## config.mk

```make
export PLATFORM = sky130hd
export DESIGN_NAME = noc_packetizer_flat
export DESIGN_NICKNAME = d
export VERILOG_FILES = /design/src/rtl/noc_packetizer_if.sv /design/src/rtl/noc_packetizer.sv /design/src/flat_wrapper.sv
export SDC_FILE = /design/constraint.sdc
export NUM_CORES = 1
export LEC_CHECK = 0
export ABC_AREA = 1
export CAP_MARGIN = 10
export CORE_MARGIN = 1.5
export CORE_UTILIZATION = 45
export DETAILED_ROUTE_END_ITERATION = 8
export PLACE_DENSITY = 0.79
export SETUP_SLACK_MARGIN = 0.02
export SLEW_MARGIN = 20
export SYNTH_ARGS = -nofsm -noshare
export SYNTH_HDL_FRONTEND = slang
export SYNTH_SLANG_ARGS = --single-unit
```

## constraint.sdc

```tcl
create_clock -name clk -period 2.7 [get_ports clk]
set_clock_uncertainty 0.15 [all_clocks]
set_input_delay 0.54 -clock clk [delete_from_list [all_inputs] [get_ports clk]]
set_output_delay 0.54 -clock clk [all_outputs]
set_load 0.005 [all_outputs]
```

## src/rtl/noc_packetizer_if.sv

```systemverilog
// noc_packetizer_if: request, data-word and flit channels of the packetizer.
interface noc_packetizer_if #(
   parameter int FLIT_DATA_WIDTH = 32,
   parameter int MESH_ADDR_X     = 4,
   parameter int MESH_ADDR_Y     = 4,
   parameter int LEN_WIDTH       = 16
);
   logic                         req_valid;
   logic                         req_ready;
   logic [MESH_ADDR_X-1:0]       req_dst_x;
   logic [MESH_ADDR_Y-1:0]       req_dst_y;
   logic [LEN_WIDTH-1:0]         req_len_bits;
   logic                         in_valid;
   logic                         in_ready;
   logic [FLIT_DATA_WIDTH-1:0]   in_data;
   logic                         flit_valid;
   logic                         flit_ready;
   logic [FLIT_DATA_WIDTH+1:0]   flit;

   modport master (
      output req_valid, req_dst_x, req_dst_y, req_len_bits, in_valid, in_data, flit_ready,
      input  req_ready, in_ready, flit_valid, flit
   );
   modport slave (
      input  req_valid, req_dst_x, req_dst_y, req_len_bits, in_valid, in_data, flit_ready,
      output req_ready, in_ready, flit_valid, flit
   );
endinterface

```

## src/rtl/noc_packetizer.sv

```systemverilog
// noc_packetizer: turns a message request plus 32-bit data words into a HEADER/DATA.../TAIL flit stream.
module noc_packetizer #(
   parameter int FLIT_DATA_WIDTH        = 32,
   parameter int MESH_ADDR_X            = 4,
   parameter int MESH_ADDR_Y            = 4,
   parameter int FLIT_TAIL_LENGTH_WIDTH = 5,
   parameter int LEN_WIDTH              = 16
) (
   input  logic                clk,
   input  logic                rst_n,
   noc_packetizer_if.slave     bus,
   output logic                busy,
   output logic                err_len
);
   localparam int TLW = FLIT_TAIL_LENGTH_WIDTH;
   localparam int CW  = LEN_WIDTH - TLW + 1;
   localparam logic [1:0] HEADER = 2'd0, DATA = 2'd1, TAIL = 2'd2;

   typedef enum logic {IDLE, BODY} state_t;

   state_t                     state;
   logic [CW-1:0]              cnt;
   logic [TLW-1:0]             tail_len;
   logic                       slot_free, req_hs, in_hs;
   logic [CW-1:0]              words;
   logic [FLIT_DATA_WIDTH-1:0] hdr, mask;

   assign slot_free     = !bus.flit_valid || bus.flit_ready;
   assign bus.req_ready = (state == IDLE) && slot_free;
   assign bus.in_ready  = (state == BODY) && slot_free;
   assign req_hs        = bus.req_valid && bus.req_ready;
   assign in_hs         = bus.in_valid && bus.in_ready;
   assign busy          = state == BODY;
   assign words         = CW'(bus.req_len_bits[LEN_WIDTH-1:TLW]) + CW'(|bus.req_len_bits[TLW-1:0]);
   assign hdr           = FLIT_DATA_WIDTH'({bus.req_dst_x, bus.req_dst_y, bus.req_len_bits[TLW-1:0]});
   // a zero tail_length means the last word is fully populated
   assign mask          = tail_len == '0 ? '1 : (FLIT_DATA_WIDTH'(1) << tail_len) - FLIT_DATA_WIDTH'(1);

   always_ff @(posedge clk or negedge rst_n) begin
      if (!rst_n) begin
         state          <= IDLE;
         bus.flit_valid <= 1'b0;
         bus.flit       <= '0;
         cnt            <= '0;
         tail_len       <= '0;
         err_len        <= 1'b0;
      end else begin
         err_len <= 1'b0;
         if (state == IDLE) begin
            if (req_hs && bus.req_len_bits != '0) begin
               bus.flit       <= {HEADER, hdr};
               bus.flit_valid <= 1'b1;
               cnt            <= words;
               tail_len       <= bus.req_len_bits[TLW-1:0];
               state          <= BODY;
            end else begin
               err_len <= req_hs;
               if (slot_free) bus.flit_valid <= 1'b0;
            end
         end else if (in_hs) begin
            bus.flit_valid <= 1'b1;
            cnt            <= cnt - CW'(1);
            bus.flit       <= cnt == CW'(1) ? {TAIL, bus.in_data & mask} : {DATA, bus.in_data};
            if (cnt == CW'(1)) state <= IDLE;
         end else if (slot_free) begin
            bus.flit_valid <= 1'b0;
         end
      end
   end
endmodule

```

## src/flat_wrapper.sv

```systemverilog
// flat-port wrapper written by rule: the top's interface ports become plain ports
module noc_packetizer_flat 
#(
   parameter int FLIT_DATA_WIDTH        = 32,
   parameter int MESH_ADDR_X            = 4,
   parameter int MESH_ADDR_Y            = 4,
   parameter int FLIT_TAIL_LENGTH_WIDTH = 5,
   parameter int LEN_WIDTH              = 16
)
  (clk, rst_n, busy, err_len, bus_req_valid, bus_req_dst_x, bus_req_dst_y, bus_req_len_bits, bus_in_valid, bus_in_data, bus_flit_ready, bus_req_ready, bus_in_ready, bus_flit_valid, bus_flit);
  noc_packetizer_if #(.FLIT_DATA_WIDTH(FLIT_DATA_WIDTH), .MESH_ADDR_X(MESH_ADDR_X), .MESH_ADDR_Y(MESH_ADDR_Y), .LEN_WIDTH(LEN_WIDTH)) bus_i ();
  input  logic clk;
  input  logic rst_n;
  output logic busy;
  output logic err_len;
  input wire logic [$bits(bus_i.req_valid)-1:0] bus_req_valid;
  input wire logic [$bits(bus_i.req_dst_x)-1:0] bus_req_dst_x;
  input wire logic [$bits(bus_i.req_dst_y)-1:0] bus_req_dst_y;
  input wire logic [$bits(bus_i.req_len_bits)-1:0] bus_req_len_bits;
  input wire logic [$bits(bus_i.in_valid)-1:0] bus_in_valid;
  input wire logic [$bits(bus_i.in_data)-1:0] bus_in_data;
  input wire logic [$bits(bus_i.flit_ready)-1:0] bus_flit_ready;
  output wire logic [$bits(bus_i.req_ready)-1:0] bus_req_ready;
  output wire logic [$bits(bus_i.in_ready)-1:0] bus_in_ready;
  output wire logic [$bits(bus_i.flit_valid)-1:0] bus_flit_valid;
  output wire logic [$bits(bus_i.flit)-1:0] bus_flit;
  assign bus_i.req_valid = bus_req_valid;
  assign bus_i.req_dst_x = bus_req_dst_x;
  assign bus_i.req_dst_y = bus_req_dst_y;
  assign bus_i.req_len_bits = bus_req_len_bits;
  assign bus_i.in_valid = bus_in_valid;
  assign bus_i.in_data = bus_in_data;
  assign bus_i.flit_ready = bus_flit_ready;
  assign bus_req_ready = bus_i.req_ready;
  assign bus_in_ready = bus_i.in_ready;
  assign bus_flit_valid = bus_i.flit_valid;
  assign bus_flit = bus_i.flit;
  noc_packetizer #(.FLIT_DATA_WIDTH(FLIT_DATA_WIDTH), .MESH_ADDR_X(MESH_ADDR_X), .MESH_ADDR_Y(MESH_ADDR_Y), .FLIT_TAIL_LENGTH_WIDTH(FLIT_TAIL_LENGTH_WIDTH), .LEN_WIDTH(LEN_WIDTH)) u_core (.clk(clk), .rst_n(rst_n), .bus(bus_i), .busy(busy), .err_len(err_len));
endmodule
```

Word-level counts from Yosys, hierarchy flattened
Index checks and enable logic that the tools add are counted.

Register bits after elaboration: 54. Output and inout bits: 39. Word-level logic and storage cells: 45.

Add/subtract/negate cells: 3. Equal/unequal tests: 2. Shift operators: 1. Multiplexer cells: 18. Bitwise gates (word level): 2. Reductions and logical operators: 13.

Operators by type and width (count): $mux W34 (4); $mux W12 (3); $and A32 B32 Y32 (1); $mux W32 (1); $shl A1 B5 Y32 const A (1); $sub A32 B1 Y32 const B (1); $reduce_bool A16 Y1 (1); $add A11 B1 Y12 (1); $eq A12 B1 Y1 const B (1); $sub A12 B1 Y12 const B (1); $mux W1 (10); $logic_and A1 B1 Y1 (5); $logic_not A5 Y1 (1); $reduce_or A5 Y1 (1); $reduce_and A2 Y1 (2); $ne A2 B2 Y1 const B (1); $reduce_bool A2 Y1 (1); $logic_not A1 Y1 (1); $logic_or A1 B1 Y1 (1); $not A1 Y1 (1).

Logic depth before layout (Yosys ltp)
Gate-level depths: netlist of run 1.

Word-level depth: 7. Gate-level depth with buffers: 16. Depth with buffers taken out: 14.

Worst setup path after synthesis of run 1
Ideal clock, no wire load.

Path type: input -> register. Start: input port bus_req_len_bits[3]. End: register u_core.cnt[10]. Arrival time: 1.880 ns. Required time: 2.411 ns. Setup slack: 0.531 ns. Stages on the path: 12. Buffers on the path: 0. Path through: inv_1 nand3_1 nor2_1 inv_1 ha_1 ha_1 nand3_1 nor2_1 nand4_1 or2_2 nand3_1 a31oi_1.

Word-level cells in the longest chain between the ends: 4. Elaborated cells between the ends (all ways): 8. Those cells by class: add/sub (1); mux (2); reduce/logical (5).

RTL lines: from (decl) (line flat_wrapper.sv:19) `input wire logic [$bits(bus_i.req_len_bits)-1:0] bus_req_len_bits;`; $reduce_or A5 Y1 / $reduce_bool A16 Y1 (equally long branches) (line noc_packetizer.sv:34, noc_packetizer.sv:50); $add A11 B1 Y12 / $logic_and A1 B1 Y1 (equally long branches) (line noc_packetizer.sv:34, noc_packetizer.sv:50); $mux W12 / $reduce_bool A2 Y1 (equally long branches); $mux W12 / $reduce_and A2 Y1 (equally long branches); to (signal assigned) (line noc_packetizer.sv:53) `cnt <= words;`; to (signal assigned) (line noc_packetizer.sv:62) `cnt <= cnt - CW'(1);`; to (decl) (line noc_packetizer.sv:22) `logic [CW-1:0] cnt;`.

Several ways; a longest one is shown, not always the timed one. The select of a mux whose other input is x is not followed. A chain may end at the register's enable or synchronous reset.

Worst setup path in the final report of run 1
Start: input port bus_flit_ready. End: output port bus_in_ready.

Word-level cells in the longest chain between the ends: 2.

RTL lines: from (decl) (line flat_wrapper.sv:22) `input wire logic [$bits(bus_i.flit_ready)-1:0] bus_flit_ready;`; $logic_or A1 B1 Y1 (line noc_packetizer.sv:28) `assign slot_free = !bus.flit_valid || bus.flit_ready;`; $logic_and A1 B1 Y1 (line noc_packetizer.sv:30) `assign bus.in_ready = (state == BODY) && slot_free;`; to (decl) (line flat_wrapper.sv:24) `output wire logic [$bits(bus_i.in_ready)-1:0] bus_in_ready;`.

Every way passes these cells.

==> results by group, run 1 <==
Outcome
  • Status: finished, final reports clean

Timing
  • Slew headroom: 36.9%
  • Setup violations, final: 0
  • Fin. Hold Viols: 0
  • Maximum clock rate: 0.383 GHz
  • Final worst slack: 0.0922 ns
  • RSZ-0062 raised after global routing: no
  • Slew @ Worst Pin: 0.943 ns
  • Tcrit/Tclk final: 96.6%
  • Final Max Tran Viols: 0
  • Minimum clock period after layout: 2.61 ns

CTS
  • Reg clk slew, reported paths: 0.10 ns
  • CTS Buf Count: 5
  • Max Buffers Root-to-Sink: 2
  • TritonCTS clock tree: done
  • Number of buffers added for setup after CTS: 0
  • Num Clock Sinks: 54
  • Worst-skew pair later-pin latency: 0.32 ns
  • H-Tree Depth: 2
  • Root cell of the clock tree: clkbuf_8

Synthesis
  • Syn Inst Count: 624
  • Net Count, Synth: 690
  • Area of the mapped netlist: 0.00402 mm2
  • Synth unique cells: 35
  • Avg Cell Area, Syn: 6.44 um2
  • Synth warn: 0
  • Sequential fraction of the synthesis area: 33.6%
  • Synthesized flop and latch total: 54

Floorplanning
  • FP Rows: 34
  • Die W: 97.5 um
  • Die Span Y: 97.5 um
  • Core Region: 0.00868 mm2
  • Starting density of the core: 46.3%
  • Die area: 0.00951 mm2
  • # IOs: 100

Global route
  • GRT overflow: 0
  • All-Layer GR Usage: 27.2%
  • Largest net degree at the start of global routing: 33
  • First-pass GRT wire length: 21200 um
  • Vias in the first global route: 4357
  • Initial antenna violation count: 0

Worst setup path
  • Critical path capture point type: primary output
  • Req. time, crit path: 2.01 ns
  • Critical path fanouts, max: 2
  • Worst setup SP type: primary input
  • Crit Path Category: primary input to primary output
  • Arrival time worst endpoint: 1.92 ns

Route
  • Routed Antenna Nets: 0
  • Routed WL: 12500 um
  • WL/cell: 14.9 um
  • DRC Markers: 0
  • DR iter-0 viols: 298
  • Drt pass-1 iters: 5
  • Vias: 4521
  • Via/cell ratio: 5.39

Cells and area
  • Area delta synth->final: 32.9%
  • NumNets Final: 796
  • Design area: 0.00534 mm2
  • Share of cells above drive strength 1: 9.30%
  • Fill cells: 830
  • Diode count: 0

Run
  • Max-cap violations: 0

Placed design
  • Routability congestion estimate: 0.984
  • DP Area: 0.00522 mm2
  • Post-DP HPWL: 9660 um
  • Setup WS pre-CTS: -0.150 ns
  • Port bufs: 99

Pwr
  • Leakage power: 2.80 nW
  • Cell Pwr Density: 862 mW/mm2
  • VDD IR max: 0.000398 V

Worst hold path
  • Hold crit path type: register to register
[sequential cells by signal, summed over array words and instances, names as in the netlist]
register,flops
u_core.bus.flit_valid,1
u_core.busy,1
u_core.tail_len,5
u_core.err_len,1
u_core.cnt,12
u_core.bus.flit,34
[cell usage after synthesis]
cell type | instances | area, um2
nor3_1 | 8 | 40.0
o221ai_1 | 1 | 8.76
nand3_1 | 70 | 350
inv_1 | 57 | 214
o21bai_1 | 1 | 7.51
nand2_1 | 203 | 762
inv_2 | 6 | 22.5
nor4_1 | 2 | 12.5
clkbuf_1 | 7 | 26.3
a21boi_0 | 5 | 37.5
ha_1 | 5 | 62.6
o31ai_1 | 1 | 7.51
and2_1 | 2 | 12.5
nand4_1 | 26 | 163
nand2_2 | 5 | 31.3
buf_1 | 2 | 7.51
o21ai_1 | 1 | 5.00
dfrtp_1 | 54 | 1350
buf_2 | 14 | 70.1
xnor2_1 | 2 | 17.5
o21ai_0 | 26 | 130
buf_6 | 1 | 11.3
xor2_1 | 4 | 35.0
nor2_4 | 4 | 45.0
nor2_2 | 8 | 50.1
a21oi_1 | 11 | 55.1
or2_2 | 2 | 12.5
o211ai_1 | 6 | 45.0
nor2_1 | 74 | 278
nand4_2 | 6 | 75.1
a31oi_1 | 6 | 37.5
o311ai_0 | 1 | 8.76
buf_4 | 1 | 7.51
o2111ai_1 | 1 | 8.76
nand3_2 | 1 | 10.0
[path summary, 6_finish.rpt]
kind	slack [ns]	to	startpoint	cells after the start
worst max-delay path	0.09	bus_in_ready	bus_flit_ready	6
worst min-delay path	0.33	u_core.bus.flit[29]	u_core.bus.flit[29]	2
worst max register to register	0.26	u_core.bus.flit[25]	u_core.cnt[3]	9
worst min register to register	0.33	u_core.bus.flit[29]	u_core.bus.flit[29]	2
max in group asynchronous	1.38	u_core.bus.flit[32]	rst_n	3
min in group asynchronous	0.42	u_core.bus.flit[27]	rst_n	2
[layout make-up]
cell class	count	area (um2)	share of cell area, %
sequential	54	1350	25.3
inverter	63	236	4.43
timing repair buffer	124	1200	22.5
clock inverter	2	17.5	0.328
multi-input combinational	482	2320	43.4
tap	108	135	2.53
clock buffer	6	82.6	1.55
[per-stage QoR]
stage               power [mW]  setup TNS (ns)  util (%)  hold WS [ns]  std cells
CTS                       4.58               0      61.4         0.340        839
detailed placement        4.06          -0.230      60.2         0.214        830
floorplan                 3.08               0         -        0.0944        624
global route              5.05               0      61.6         0.369        839
global placement          4.01         -0.0445      60.2         0.211        830
finish                    4.60               0      61.6         0.335        839
[power by group]
| part | leakage (nW) | total [mW] | internal (mW) | switching [mW] |
|---|---|---|---|---|
| clock | 0.0514 | 0.504 | 0.212 | 0.292 |
| sequential | 0.648 | 1.29 | 1.08 | 0.210 |
| combinational | 2.10 | 2.81 | 1.11 | 1.70 |
| total | 2.80 | 4.60 | 2.40 | 2.20 |
[worst max-delay path, cell delays in order]
cell and delay (ns):
clkdlybuf4s50_1 0.45, inv_1 0.03, nand2_1 0.13, inv_1 0.07, nor2_1 0.14, clkdlybuf4s50_1 0.55
[cell families after synthesis]
logic type	count (synthesis)	share of synthesized area (%)
compound gates	60	8.75
fa+ha+maj	5	1.56
simple gates	411	45.8
flops	54	33.6
buf+inv	88	8.94
xor+xnor	6	1.31
[metal layers]
| layer | GRT usage (%) | vias up | share of wire (%) |
|---|---|---|---|
| met2 | 44.0 | 205 | 46 |
| met3 | 3.96 | 26 | 7.0 |
| met1 | 37.9 | 2046 | 45 |
| met4 | 7.69 | 0 | 2.5 |
| met5 | 0 | - | 0 |
| li1 | - | 2244 | - |
[layout by cell type (no fill, tap or decap), drive strengths merged, types with 6 or more instances in the layout]
| cell | netlist | final |
|---|---|---|
| nand2 | 208 | 208 |
| clkdlybuf4s50 | 0 | 98 |
| nor2 | 86 | 86 |
| nand3 | 71 | 71 |
| inv | 63 | 63 |
| dfrtp | 54 | 54 |
| nand4 | 32 | 32 |
| o21ai | 27 | 27 |
| buf | 18 | 25 |
| a21oi | 11 | 11 |
| nor3 | 8 | 8 |
| o211ai | 6 | 6 |
| a31oi | 6 | 6 |
| clkbuf | 7 | 6 |
[repair_timing]
action	4_1_cts	5_1_grt
gates resized for setup	0	3
endpoints found under the setup margin	0	5
hold buffers	1	0
hold endpoints to repair	4	0
(Power assumes the default switching activity.)
==> run 2: changes to the inputs <==
- CELL_PAD_IN_SITES_DETAIL_PLACEMENT: not set -> 2
- CELL_PAD_IN_SITES_GLOBAL_PLACEMENT: not set -> 2
- CORE_UTILIZATION: 45 -> 26
- PLACE_DENSITY: 0.79 -> 0.85
==> results by group, run 2 (synthesized netlist as in run 1, its figures left out) <==
Cells and area
  • Share of cells above drive strength 1: 9.93%
  • Biggest register: u_core.bus.flit
  • Area delta synth->final: 37.8%
  • Diode count: 0
  • NumNets Final: 800
  • Max FFs per register: 34
  • Fill cells: 1785
  • Most frequent cells in the layout: nand2_1 (203), clkdlybuf4s50_1 (98), nor2_1 (72), nand3_1 (70), inv_1 (57)
  • Biggest regs: u_core.bus.flit x34, u_core.cnt x12, u_core.tail_len x5
  • Commonest non-fill, non-tap cell in the layout: nand2_1
  • Final Util: 36.6%

Timing
  • Minimum clock period after layout: 2.58 ns
  • Final worst slack: 0.115 ns
  • Slew @ Worst Pin: 0.727 ns
  • Tcrit/Tclk final: 95.7%
  • Final Max Tran Viols: 0
  • Setup violations, final: 0
  • Slew headroom: 51.5%
  • Maximum clock rate: 0.387 GHz
  • Fin. Hold Viols: 0
  • Setup TNS Final: 0 ns

Global route
  • All-Layer GR Usage: 21.8%
  • First-pass GRT wire length: 27900 um
  • Initial antenna violation count: 0
  • Largest net degree at the start of global routing: 55
  • Vias in the first global route: 5323
  • GRT overflow: 0

Worst hold path
  • Hold crit path type: primary input to async pin

Route
  • DR iter-0 viols: 197
  • WL/cell: 18.7 um
  • Drt pass-1 iters: 4
  • Routed WL: 17200 um
  • Routed Antenna Nets: 0
  • DRC Markers: 0
  • Vias: 4681
  • Via/cell ratio: 5.07

Floorplanning
  • Die Span Y: 127 um
  • Starting density of the core: 26.5%
  • Core Region: 0.0151 mm2
  • FP Rows: 45
  • # IOs: 100
  • Die W: 127 um
  • Die area: 0.0162 mm2

CTS
  • TritonCTS clock tree: done
  • Max Buffers Root-to-Sink: 2
  • Num Clock Sinks: 54
  • H-Tree Depth: 2
  • Root cell of the clock tree: clkbuf_16
  • Worst-skew pair later-pin latency: 0.30 ns
  • CTS Buf Count: 5
  • Reg clk slew, reported paths: 0.07 ns
  • Hold Buf Count CTS: 0

Pwr
  • Leakage power: 2.85 nW
  • VDD IR max: 0.000307 V
  • Final Power: 5.08 mW
  • Cell Pwr Density: 918 mW/mm2

Run
  • Max-cap violations: 0

Worst setup path
  • Arrival time worst endpoint: 1.89 ns
  • Crit Path Category: primary input to primary output
  • R2r worst-path depth: 12
  • Critical path capture point type: primary output
  • Worst setup SP type: primary input
  • Req. time, crit path: 2.01 ns
  • Critical path fanouts, max: 2

Placed design
  • Port bufs: 99
  • Post-DP HPWL: 13700 um
  • Setup WS pre-CTS: -0.205 ns
  • Routability congestion estimate: 0.825

Outcome
  • Status: finished, final reports clean
[run 2: layout make-up]
cell class | instances | area (um2) | area share, %
clock buffer | 5 | 125 | 2.26
clock inverter | 3 | 43.8 | 0.791
inverter | 63 | 236 | 4.27
multi-input combinational | 482 | 2320 | 41.8
sequential | 54 | 1350 | 24.4
tap | 188 | 235 | 4.25
timing repair buffer | 128 | 1230 | 22.2
[run 2: metal layers]
| layer | vias up | routed length (um) | track usage, % |
|---|---|---|---|
| met2 | 102 | 8670 | 39.7 |
| li1 | 2245 | - | - |
| met4 | 0 | 261 | 4.48 |
| met5 | - | 0 | 0 |
| met1 | 2317 | 7740 | 27.1 |
| met3 | 17 | 543 | 3.22 |
[run 2: final timing paths]
| check | startpoint | end | slack [ns] |
|---|---|---|---|
| setup / recovery | bus_flit_ready | bus_in_ready | 0.12 |
| hold / removal | rst_n | u_core.bus.flit[27] | 0.21 |
| setup reg to reg | u_core.tail_len[2] | u_core.bus.flit[14] | 0.21 |
| hold reg to reg | u_core.bus.flit[18] | u_core.bus.flit[18] | 0.33 |
| max in group asynchronous | rst_n | u_core.tail_len[2] | 1.69 |
| min in group clk | u_core.bus.flit[18] | u_core.bus.flit[18] | 0.33 |
[run 2: power breakdown]
group | switching, mW | internal [mW] | total, mW
clock network | 0.329 | 0.441 | 0.770
registers | 0.212 | 1.08 | 1.29
logic | 1.91 | 1.11 | 3.02
[run 2: repair_timing]
action	4_1_cts	5_1_grt
endpoints found under the setup margin	0	7
hold endpoints to repair	0	0
buffers inserted	0	1
resized for setup	0	4
[run 2: metrics by stage]
step | area, um2 | cells | hold slack (ns)
after floorplan | 4020 | 624 | 0.0944
after global placement | 5350 | 914 | 0.309
after detailed placement | 5350 | 914 | 0.324
after CTS | 5520 | 922 | 0.248
after global routing | 5540 | 923 | 0.265
final | 5540 | 923 | 0.209
[run 2: critical path, stage by stage]
cell and delay (ns):
clkdlybuf4s50_1 0.45, inv_1 0.04, nand2_1 0.09, inv_1 0.10, nor2_1 0.14, clkdlybuf4s50_1 0.53
